<file path="src/rtl/uart_mux_pkg.sv">
`default_nettype none
// ============================================================================
// Package  : uart_mux_pkg
// Purpose  : Frame tags, score-word layout and snapshot type for the UART link
// Revision : 1.0
// ============================================================================
package uart_mux_pkg;

    localparam logic [3:0] c_TAG_SYNC      = 4'hF;
    localparam logic [3:0] c_TAG_PL2_POSX  = 4'h1;
    localparam logic [3:0] c_TAG_PL2_POSY  = 4'h2;
    localparam logic [3:0] c_TAG_PL1_POSX  = 4'h3;
    localparam logic [3:0] c_TAG_PL1_POSY  = 4'h4;
    localparam logic [3:0] c_TAG_BALL_POSX = 4'h5;
    localparam logic [3:0] c_TAG_BALL_POSY = 4'h6;
    localparam logic [3:0] c_TAG_SCORE     = 4'h7;

    localparam int c_FRAME_WORDS = 8;
    localparam int c_FRAME_BYTES = 2 * c_FRAME_WORDS;

    localparam int c_SCORE_PL2_LSB   = 0;
    localparam int c_SCORE_PL1_LSB   = 4;
    localparam int c_SCORE_POINT_BIT = 8;
    localparam int c_SCORE_END_BIT   = 9;

    typedef enum logic [1:0] {
        ST_IDLE = 2'd0,
        ST_SEND = 2'd1,
        ST_WAIT = 2'd2
    } state_t;

    typedef struct packed {
        logic [11:0] pl1_posx;
        logic [11:0] pl1_posy;
        logic [11:0] pl2_posx;
        logic [11:0] pl2_posy;
        logic [11:0] ball_posx;
        logic [11:0] ball_posy;
        logic [3:0]  pl1_score;
        logic [3:0]  pl2_score;
        logic        flag_point;
        logic        end_game;
    } snapshot_t;

    function automatic logic [11:0] score_payload(input snapshot_t s);
        logic [11:0] p;
        p = '0;
        p[c_SCORE_PL2_LSB +: 4] = s.pl2_score;
        p[c_SCORE_PL1_LSB +: 4] = s.pl1_score;
        p[c_SCORE_POINT_BIT]    = s.flag_point;
        p[c_SCORE_END_BIT]      = s.end_game;
        return p;
    endfunction

endpackage
`default_nettype wire

</file>
<file path="src/rtl/uart_mux_if.sv">
`default_nettype none
// ============================================================================
// Interface : uart_mux_if
// Purpose   : Game-state inputs, frame request and uart_tx byte handshake
// Revision  : 1.0
// ============================================================================
interface uart_mux_if;

    logic        send_req;
    logic [11:0] pl1_posx;
    logic [11:0] pl1_posy;
    logic [11:0] pl2_posx;
    logic [11:0] pl2_posy;
    logic [11:0] ball_posx;
    logic [11:0] ball_posy;
    logic [3:0]  pl1_score;
    logic [3:0]  pl2_score;
    logic        flag_point;
    logic        end_game;
    logic        tx_done;
    logic        tx_start;
    logic [7:0]  tx_data;
    logic        busy;

    modport master (
        output send_req, pl1_posx, pl1_posy, pl2_posx, pl2_posy,
               ball_posx, ball_posy, pl1_score, pl2_score,
               flag_point, end_game, tx_done,
        input  tx_start, tx_data, busy
    );

    modport slave (
        input  send_req, pl1_posx, pl1_posy, pl2_posx, pl2_posy,
               ball_posx, ball_posy, pl1_score, pl2_score,
               flag_point, end_game, tx_done,
        output tx_start, tx_data, busy
    );

endinterface
`default_nettype wire

</file>
<file path="src/rtl/uart_mux.sv">
`default_nettype none
// ============================================================================
// Module   : uart_mux
// Purpose  : Snapshots game state and streams it as eight tagged 16-bit words,
//            high byte first, into the byte-wide uart_tx
// Revision : 1.0
// ============================================================================
module uart_mux
    import uart_mux_pkg::*;
#(
    parameter logic [11:0] SYNC_PAYLOAD = 12'h000
) (
    input  logic      clk,
    input  logic      rst,
    uart_mux_if.slave bus
);

    localparam logic [3:0] c_LAST_IDX = 4'(c_FRAME_BYTES - 1);

    state_t     r_state;
    logic [3:0] r_idx;
    logic       r_pending;
    snapshot_t  r_snap;
    logic       r_tx_start;
    logic [7:0] r_tx_data;

    snapshot_t   w_live;
    logic [3:0]  w_sel_idx;
    logic [15:0] w_word;
    logic [7:0]  w_byte;

    assign w_live = '{
        pl1_posx:   bus.pl1_posx,
        pl1_posy:   bus.pl1_posy,
        pl2_posx:   bus.pl2_posx,
        pl2_posy:   bus.pl2_posy,
        ball_posx:  bus.ball_posx,
        ball_posy:  bus.ball_posy,
        pl1_score:  bus.pl1_score,
        pl2_score:  bus.pl2_score,
        flag_point: bus.flag_point,
        end_game:   bus.end_game
    };

    // The byte is registered one cycle ahead so tx_start/tx_data are valid
    // exactly in SEND; from IDLE that is byte 0, which never reads the snapshot.
    assign w_sel_idx = (r_state == ST_IDLE) ? 4'd0 : r_idx + 4'd1;

    always_comb begin
        w_word = {c_TAG_SYNC, SYNC_PAYLOAD};
        case (w_sel_idx[3:1])
            3'd0: w_word = {c_TAG_SYNC,      SYNC_PAYLOAD};
            3'd1: w_word = {c_TAG_PL1_POSX,  r_snap.pl1_posx};
            3'd2: w_word = {c_TAG_PL1_POSY,  r_snap.pl1_posy};
            3'd3: w_word = {c_TAG_PL2_POSX,  r_snap.pl2_posx};
            3'd4: w_word = {c_TAG_PL2_POSY,  r_snap.pl2_posy};
            3'd5: w_word = {c_TAG_BALL_POSX, r_snap.ball_posx};
            3'd6: w_word = {c_TAG_BALL_POSY, r_snap.ball_posy};
            3'd7: w_word = {c_TAG_SCORE,     score_payload(r_snap)};
        endcase
        w_byte = w_sel_idx[0] ? w_word[7:0] : w_word[15:8];
    end

    always_ff @(posedge clk) begin
        if (rst) begin
            r_state    <= ST_IDLE;
            r_idx      <= 4'd0;
            r_pending  <= 1'b0;
            r_snap     <= '0;
            r_tx_start <= 1'b0;
            r_tx_data  <= 8'h00;
        end else begin
            r_tx_start <= 1'b0;
            case (r_state)
                ST_IDLE: begin
                    if (bus.send_req || r_pending) begin
                        r_snap     <= w_live;
                        r_pending  <= 1'b0;
                        r_idx      <= 4'd0;
                        r_tx_start <= 1'b1;
                        r_tx_data  <= w_byte;
                        r_state    <= ST_SEND;
                    end
                end
                ST_SEND: begin
                    if (bus.send_req) begin
                        r_pending <= 1'b1;
                    end
                    r_state <= ST_WAIT;
                end
                ST_WAIT: begin
                    if (bus.send_req) begin
                        r_pending <= 1'b1;
                    end
                    if (bus.tx_done) begin
                        if (r_idx == c_LAST_IDX) begin
                            r_state <= ST_IDLE;
                        end else begin
                            r_idx      <= r_idx + 4'd1;
                            r_tx_start <= 1'b1;
                            r_tx_data  <= w_byte;
                            r_state    <= ST_SEND;
                        end
                    end
                end
                default: r_state <= ST_IDLE;
            endcase
        end
    end

    assign bus.tx_start = r_tx_start;
    assign bus.tx_data  = r_tx_data;
    assign bus.busy     = (r_state != ST_IDLE);

endmodule
`default_nettype wire

</file>
<file path="src/flat_wrapper.sv">
// flat-port wrapper written by rule: the top's interface ports become plain ports
module uart_mux_flat import uart_mux_pkg::*;
#(
    parameter logic [11:0] SYNC_PAYLOAD = 12'h000
)
  (clk, rst, bus_send_req, bus_pl1_posx, bus_pl1_posy, bus_pl2_posx, bus_pl2_posy, bus_ball_posx, bus_ball_posy, bus_pl1_score, bus_pl2_score, bus_flag_point, bus_end_game, bus_tx_done, bus_tx_start, bus_tx_data, bus_busy);
  uart_mux_if bus_i ();
  input  logic clk;
  input  logic rst;
  input wire logic [$bits(bus_i.send_req)-1:0] bus_send_req;
  input wire logic [$bits(bus_i.pl1_posx)-1:0] bus_pl1_posx;
  input wire logic [$bits(bus_i.pl1_posy)-1:0] bus_pl1_posy;
  input wire logic [$bits(bus_i.pl2_posx)-1:0] bus_pl2_posx;
  input wire logic [$bits(bus_i.pl2_posy)-1:0] bus_pl2_posy;
  input wire logic [$bits(bus_i.ball_posx)-1:0] bus_ball_posx;
  input wire logic [$bits(bus_i.ball_posy)-1:0] bus_ball_posy;
  input wire logic [$bits(bus_i.pl1_score)-1:0] bus_pl1_score;
  input wire logic [$bits(bus_i.pl2_score)-1:0] bus_pl2_score;
  input wire logic [$bits(bus_i.flag_point)-1:0] bus_flag_point;
  input wire logic [$bits(bus_i.end_game)-1:0] bus_end_game;
  input wire logic [$bits(bus_i.tx_done)-1:0] bus_tx_done;
  output wire logic [$bits(bus_i.tx_start)-1:0] bus_tx_start;
  output wire logic [$bits(bus_i.tx_data)-1:0] bus_tx_data;
  output wire logic [$bits(bus_i.busy)-1:0] bus_busy;
  assign bus_i.send_req = bus_send_req;
  assign bus_i.pl1_posx = bus_pl1_posx;
  assign bus_i.pl1_posy = bus_pl1_posy;
  assign bus_i.pl2_posx = bus_pl2_posx;
  assign bus_i.pl2_posy = bus_pl2_posy;
  assign bus_i.ball_posx = bus_ball_posx;
  assign bus_i.ball_posy = bus_ball_posy;
  assign bus_i.pl1_score = bus_pl1_score;
  assign bus_i.pl2_score = bus_pl2_score;
  assign bus_i.flag_point = bus_flag_point;
  assign bus_i.end_game = bus_end_game;
  assign bus_i.tx_done = bus_tx_done;
  assign bus_tx_start = bus_i.tx_start;
  assign bus_tx_data = bus_i.tx_data;
  assign bus_busy = bus_i.busy;
  uart_mux #(.SYNC_PAYLOAD(SYNC_PAYLOAD)) u_core (.clk(clk), .rst(rst), .bus(bus_i));
endmodule
</file>
<file path="config.mk">
export PLATFORM = sky130hd
export DESIGN_NAME = uart_mux_flat
export DESIGN_NICKNAME = d
export VERILOG_FILES = /design/src/rtl/uart_mux_pkg.sv /design/src/rtl/uart_mux_if.sv /design/src/rtl/uart_mux.sv /design/src/flat_wrapper.sv
export SDC_FILE = /design/constraint.sdc
export NUM_CORES = 1
export LEC_CHECK = 0
export ABC_AREA = 1
export CORE_ASPECT_RATIO = 0.6
export CORE_MARGIN = 2
export CORE_UTILIZATION = 45
export CTS_CLUSTER_DIAMETER = 150
export DETAILED_ROUTE_END_ITERATION = 8
export HOLD_SLACK_MARGIN = 0.03
export PLACE_DENSITY_LB_ADDON = 0.05
export SKIP_CTS_REPAIR_TIMING = 1
export SYNTH_ARGS = -nofsm -noshare
export SYNTH_HDL_FRONTEND = slang
export SYNTH_SLANG_ARGS = --single-unit
</file>
<file path="constraint.sdc">
create_clock -name clk -period 5.8 [get_ports clk]
set_clock_uncertainty 0.15 [all_clocks]
set_input_delay 1.45 -clock clk [delete_from_list [all_inputs] [get_ports clk]]
set_output_delay 1.45 -clock clk [all_outputs]
set_load 0.1 [all_outputs]
</file>
=== After elaboration in Yosys (flattened, before gate mapping) ===
Cells that the tools add are included.

* Flip-flop bits (word level): 98
* Output and inout port bits: 10

* Add/sub/neg operators: 1
* Equal/unequal tests: 14
* Mux-type cells: 22
* Reductions and logical operators: 11

{| class="wikitable"
|+ Operators by type and width
! operator !! number
|-
| one-hot mux 16 bit (8 select lines) || 1
|-
| two-way mux 8 bit || 4
|-
| two-way mux 4 bit || 4
|-
| one-hot mux 8 bit (2 select lines) || 1
|-
| equality test 3 bit, second input constant || 4
|-
| one-hot mux 4 bit (2 select lines) || 1
|-
| equality test 3 x 2 -> 1 bit, second input constant || 2
|-
| two-way mux 1 bit || 6
|-
| inequality test 2 bit, second input constant || 3
|-
| one-hot mux 2 bit (3 select lines) || 1
|-
| nonzero test 2 bit || 3
|-
| adder 4 x 1 -> 4 bit, second input constant || 1
|-
| equality test 4 bit, second input constant || 1
|-
| two-way mux 2 bit || 2
|-
| one-hot mux 1 bit (2 select lines) || 2
|-
| AND reduction 2 bit || 2
|-
| AND reduction 4 bit || 1
|-
| equality test 3 x 1 -> 1 bit, second input constant || 1
|-
| logical NOT 3 bit || 1
|-
| AND reduction 3 bit || 1
|-
| equality test 2 x 1 -> 1 bit, second input constant || 1
|-
| equality test 2 bit, second input constant || 1
|-
| logical NOT 2 bit || 1
|-
| inequality test 2 x 1 -> 1 bit, second input constant || 1
|-
| other kinds (2) || 2
|}

=== Longest topological paths before layout ===
* Depth after elaboration: 8
* Gate-level depth with buffers: 13
* Gate-level depth less buffers: 13

=== Least setup slack after synthesis ===
No wires, ideal clock.

* Path type: input to register
* Start: in bus_send_req
* End: reg u_core.r_snap[24] (netlist name)
* Setup time: 128 ps
* Data arrival time: 2419 ps
* Slack: 3103 ps
* Stages: 6
* Path buffers: 2
* Cells stage by stage: nor2_1 -> nor2_1 -> inv_2 -> clkbuf_1 -> clkbuf_1 -> a21oi_1

* Cells in the longest elaborated chain, start to end: 2

{| class="wikitable"
|+ RTL lines
! element !! RTL line !! source
|-
| start, declared || flat_wrapper.sv:10 || <nowiki>input wire logic [$bits(bus_i.send_req)-1:0] bus_send_req;</nowiki>
|-
| logical OR 1 bit || uart_mux.sv:76 || <nowiki>if (bus.send_req || r_pending) begin</nowiki>
|-
| AND reduction 2 bit (no source line) || - ||
|-
| end signal, assigned || uart_mux.sv:77 || <nowiki>r_snap <= w_live;</nowiki>
|-
| end, declared || uart_mux.sv:23 || <nowiki>snapshot_t r_snap;</nowiki>
|}

Every way passes these cells.
A chain may end at the register's enable or synchronous reset.

=== Worst setup path after layout ===
* Start: reg u_core.r_state[0]
* End: out bus_busy

* Cells in the longest elaborated chain, start to end: 1

{| class="wikitable"
|+ RTL lines
! element !! RTL line !! source
|-
| start, declared || uart_mux.sv:20 || <nowiki>state_t r_state;</nowiki>
|-
| start signal, assigned || uart_mux.sv:66 || <nowiki>r_state <= ST_IDLE;</nowiki>
|-
| start signal, assigned || uart_mux.sv:82 || <nowiki>r_state <= ST_SEND;</nowiki>
|-
| start signal, assigned || uart_mux.sv:89 || <nowiki>r_state <= ST_WAIT;</nowiki>
|-
| nonzero test 2 bit || uart_mux.sv:113 || <nowiki>assign bus.busy = (r_state != ST_IDLE);</nowiki>
|-
| end, declared || flat_wrapper.sv:24 || <nowiki>output wire logic [$bits(bus_i.busy)-1:0] bus_busy;</nowiki>
|}

Every way passes these cells.

==> flow_metrics.env <==
export IMPL_status="complete, no violations"
export IMPL_drt_pass1_iter_count=5
export IMPL_drt_total_wl_um=13200
export IMPL_clkTransAtPathRegs_ns=0.06
export IMPL_final_hold_viol_count=0
export IMPL_tns_ns=0
export IMPL_synth_area_leaders="dfxtp_1 45%, nor2_1 13%, o21ai_0 10%"
export IMPL_drive_above_1_share=0.0596
export IMPL_gr_total_overflow=0
export IMPL_slew_headroom=0.248
export IMPL_drc=0
export IMPL_timing_final_crit_share=0.688
export IMPL_die_w_um=132
export IMPL_yosysWarnings=0
export IMPL_die_h_um=80.6
export IMPL_rsz0062_at_grt="no"
export IMPL_synth_top_area_share=0.446
export IMPL_yosys_area_top_type="dfxtp_1"
export IMPL_core_area_um2=9320
export IMPL_grt_max_degree=81
export IMPL_antenna_cells=0
export IMPL_hpwl_um=9310
export IMPL_syn_to_final_growth_pct=28.5
export IMPL_n_fill_cell=902
export IMPL_fin_crit_ns=3.99
export IMPL_syn_inst=625
export IMPL_cap_viol_max_count=0
export IMPL_wl_per_cell_um=15.8
export IMPL_synth_cell_types=29
export IMPL_timing_hold_ws_ns=0.309
export IMPL_seqCellArea_um2=1960
export IMPL_ir_drop_v=0.000241
export IMPL_critPathKind="register to primary output"
export IMPL_multiInputGateArea_um2=2120
export IMPL_tritoncts="built"
export IMPL_cts_max_level=3
export IMPL_cellPowerDensity_nw_per_um2=447
export IMPL_cts_buffers=9
export IMPL_required_ns=4.20
export IMPL_place_congestion=0.874
export IMPL_clk_latency_ns=0.35
export IMPL_setup_worst_path_start_class="register"
export IMPL_finalSetupViolations=0
export IMPL_drt_initial_drc_count=411
export IMPL_io_buffers=95
export IMPL_worst_pin_slew_ns=1.13
export IMPL_max_stage_delay_ns=1.16
export IMPL_nNetsFinal=792
export IMPL_layout_commonest_cell="nor2_1"
export IMPL_fp_dieArea_um2=10600
export IMPL_maxSlewViolCount=0
export IMPL_start_util=0.472
export IMPL_antenna_found_initial=0
export IMPL_clockBufferDepth=2
export IMPL_clock_fmax_mhz=251
export IMPL_rows=27
export IMPL_syn_area_um2=4400
export IMPL_grt_pass1_wl_um=21200
export IMPL_final_cell_mix="156 x nor2_1, 98 x dfxtp_1, 95 x clkdlybuf4s50_1"
export IMPL_leakage_nw=2.31
export IMPL_io_pin_count=96
export IMPL_vias_per_cell=5.29
export IMPL_postRouteAntennaNets=0
export IMPL_synth_seq_cells=98
export IMPL_postSynthAreaPerCell_um2=7.04
export IMPL_critPathArrivalTime_ns=2.39
export IMPL_clock_root_buffer="clkbuf_16"
export IMPL_ys_seq_area_frac=0.446
export IMPL_clkSinkCount=98
export IMPL_num_vias=4420
export IMPL_layout_setup_ws_ns=1.81
export IMPL_grt_total_usage=0.257
export IMPL_dp_slack_ns=1.62
export IMPL_holdCritPathClass="register to register"
export IMPL_syn_num_nets=716
export IMPL_crit_fanout=7
export IMPL_cp_slowest_cell="clkdlybuf4s50_1"
export IMPL_cp_end_kind="primary output"
export IMPL_crit_path_cell_trace="inv_1 > ha_1 > inv_2 > clkdlybuf4s50_1"
export IMPL_grt_pass1_vias=4034
==> critical path: cells and delay by family (launching register included) <==
kind | cells | cell delay, ns
fa+ha+maj | 1 | 0.26
buf+inv | 3 | 1.42
flops | 1 | 0.36
==> stage by stage <==
stage	cells	utilization	instance area, µm²	power [mW]
after floorplan	625	-	4400	1.67
after global placement	820	0.578	5390	1.95
after detailed placement	820	0.578	5390	1.97
after CTS	835	0.607	5660	2.53
after global routing	835	0.607	5660	2.70
final	835	0.607	5660	2.53
==> cell usage after synthesis <==
master / number
nor2_8: 1
nor4_1: 1
nand3_1: 52
inv_1: 38
nor2_2: 1
dfxtp_1: 98
o211ai_1: 1
nor2_1: 157
clkbuf_1: 26
nand2_2: 3
o211a_1: 1
o21ai_1: 5
buf_4: 1
a21oi_1: 46
nor2_4: 2
inv_4: 1
a22oi_1: 1
ha_1: 5
nor3_1: 6
nand3_2: 1
nand2_4: 6
inv_2: 6
nand2_1: 62
a211oi_1: 1
buf_2: 3
nand4_1: 3
o21ai_2: 3
o21ai_0: 91
buf_6: 3
==> flip-flops by register name, summed over array words and instances (netlist names) <==
signal               count
u_core.bus.tx_data       8
u_core.bus.tx_start      1
u_core.r_idx             4
u_core.r_pending         1
u_core.r_snap           82
u_core.r_state           2
==> power by group <==
| part | leakage, nW | internal [mW] | switching [mW] |
|---|---|---|---|
| clock network | 0.128 | 0.300 | 0.256 |
| registers | 0.810 | 0.910 | 0.114 |
| logic | 1.38 | 0.279 | 0.673 |
| total | 2.31 | 1.49 | 1.04 |
==> per-layer routing <==
metal / vias up / share of wire / global-route usage
met5: - / 0 / 0
met4: 0 / 0.0099 / 0.0598
met3: 12 / 0.083 / 0.0650
li1: 2193 / - / -
met2: 170 / 0.38 / 0.360
met1: 2045 / 0.53 / 0.388
==> logic make-up after synthesis <==
logic type,synth area share
AOI/OAI and AO/OA,0.175
buffers and inverters,0.0739
DFF,0.446
and+or+nand+nor,0.291
adders and majority gates,0.0142
==> area by class of cell <==
cell class | count | share of cell area
clock buffer | 11 | 0.0429
clock inverter | 4 | 0.00509
inverter | 45 | 0.0303
multi-input combinational | 449 | 0.374
sequential | 98 | 0.347
tap | 130 | 0.0287
timing repair buffer | 98 | 0.172
==> path summary, 6_finish.rpt <==
check	startpoint	end	slack [ns]	cells after the start
hold / removal	u_core.r_snap[76]	u_core.r_snap[76]	0.31	2
setup / recovery	u_core.r_state[0]	bus_busy	1.81	4
hold reg to reg	u_core.r_snap[76]	u_core.r_snap[76]	0.31	2
setup reg to reg	u_core.r_state[0]	u_core.r_snap[30]	2.77	9
(Power assumes the default switching activity.)
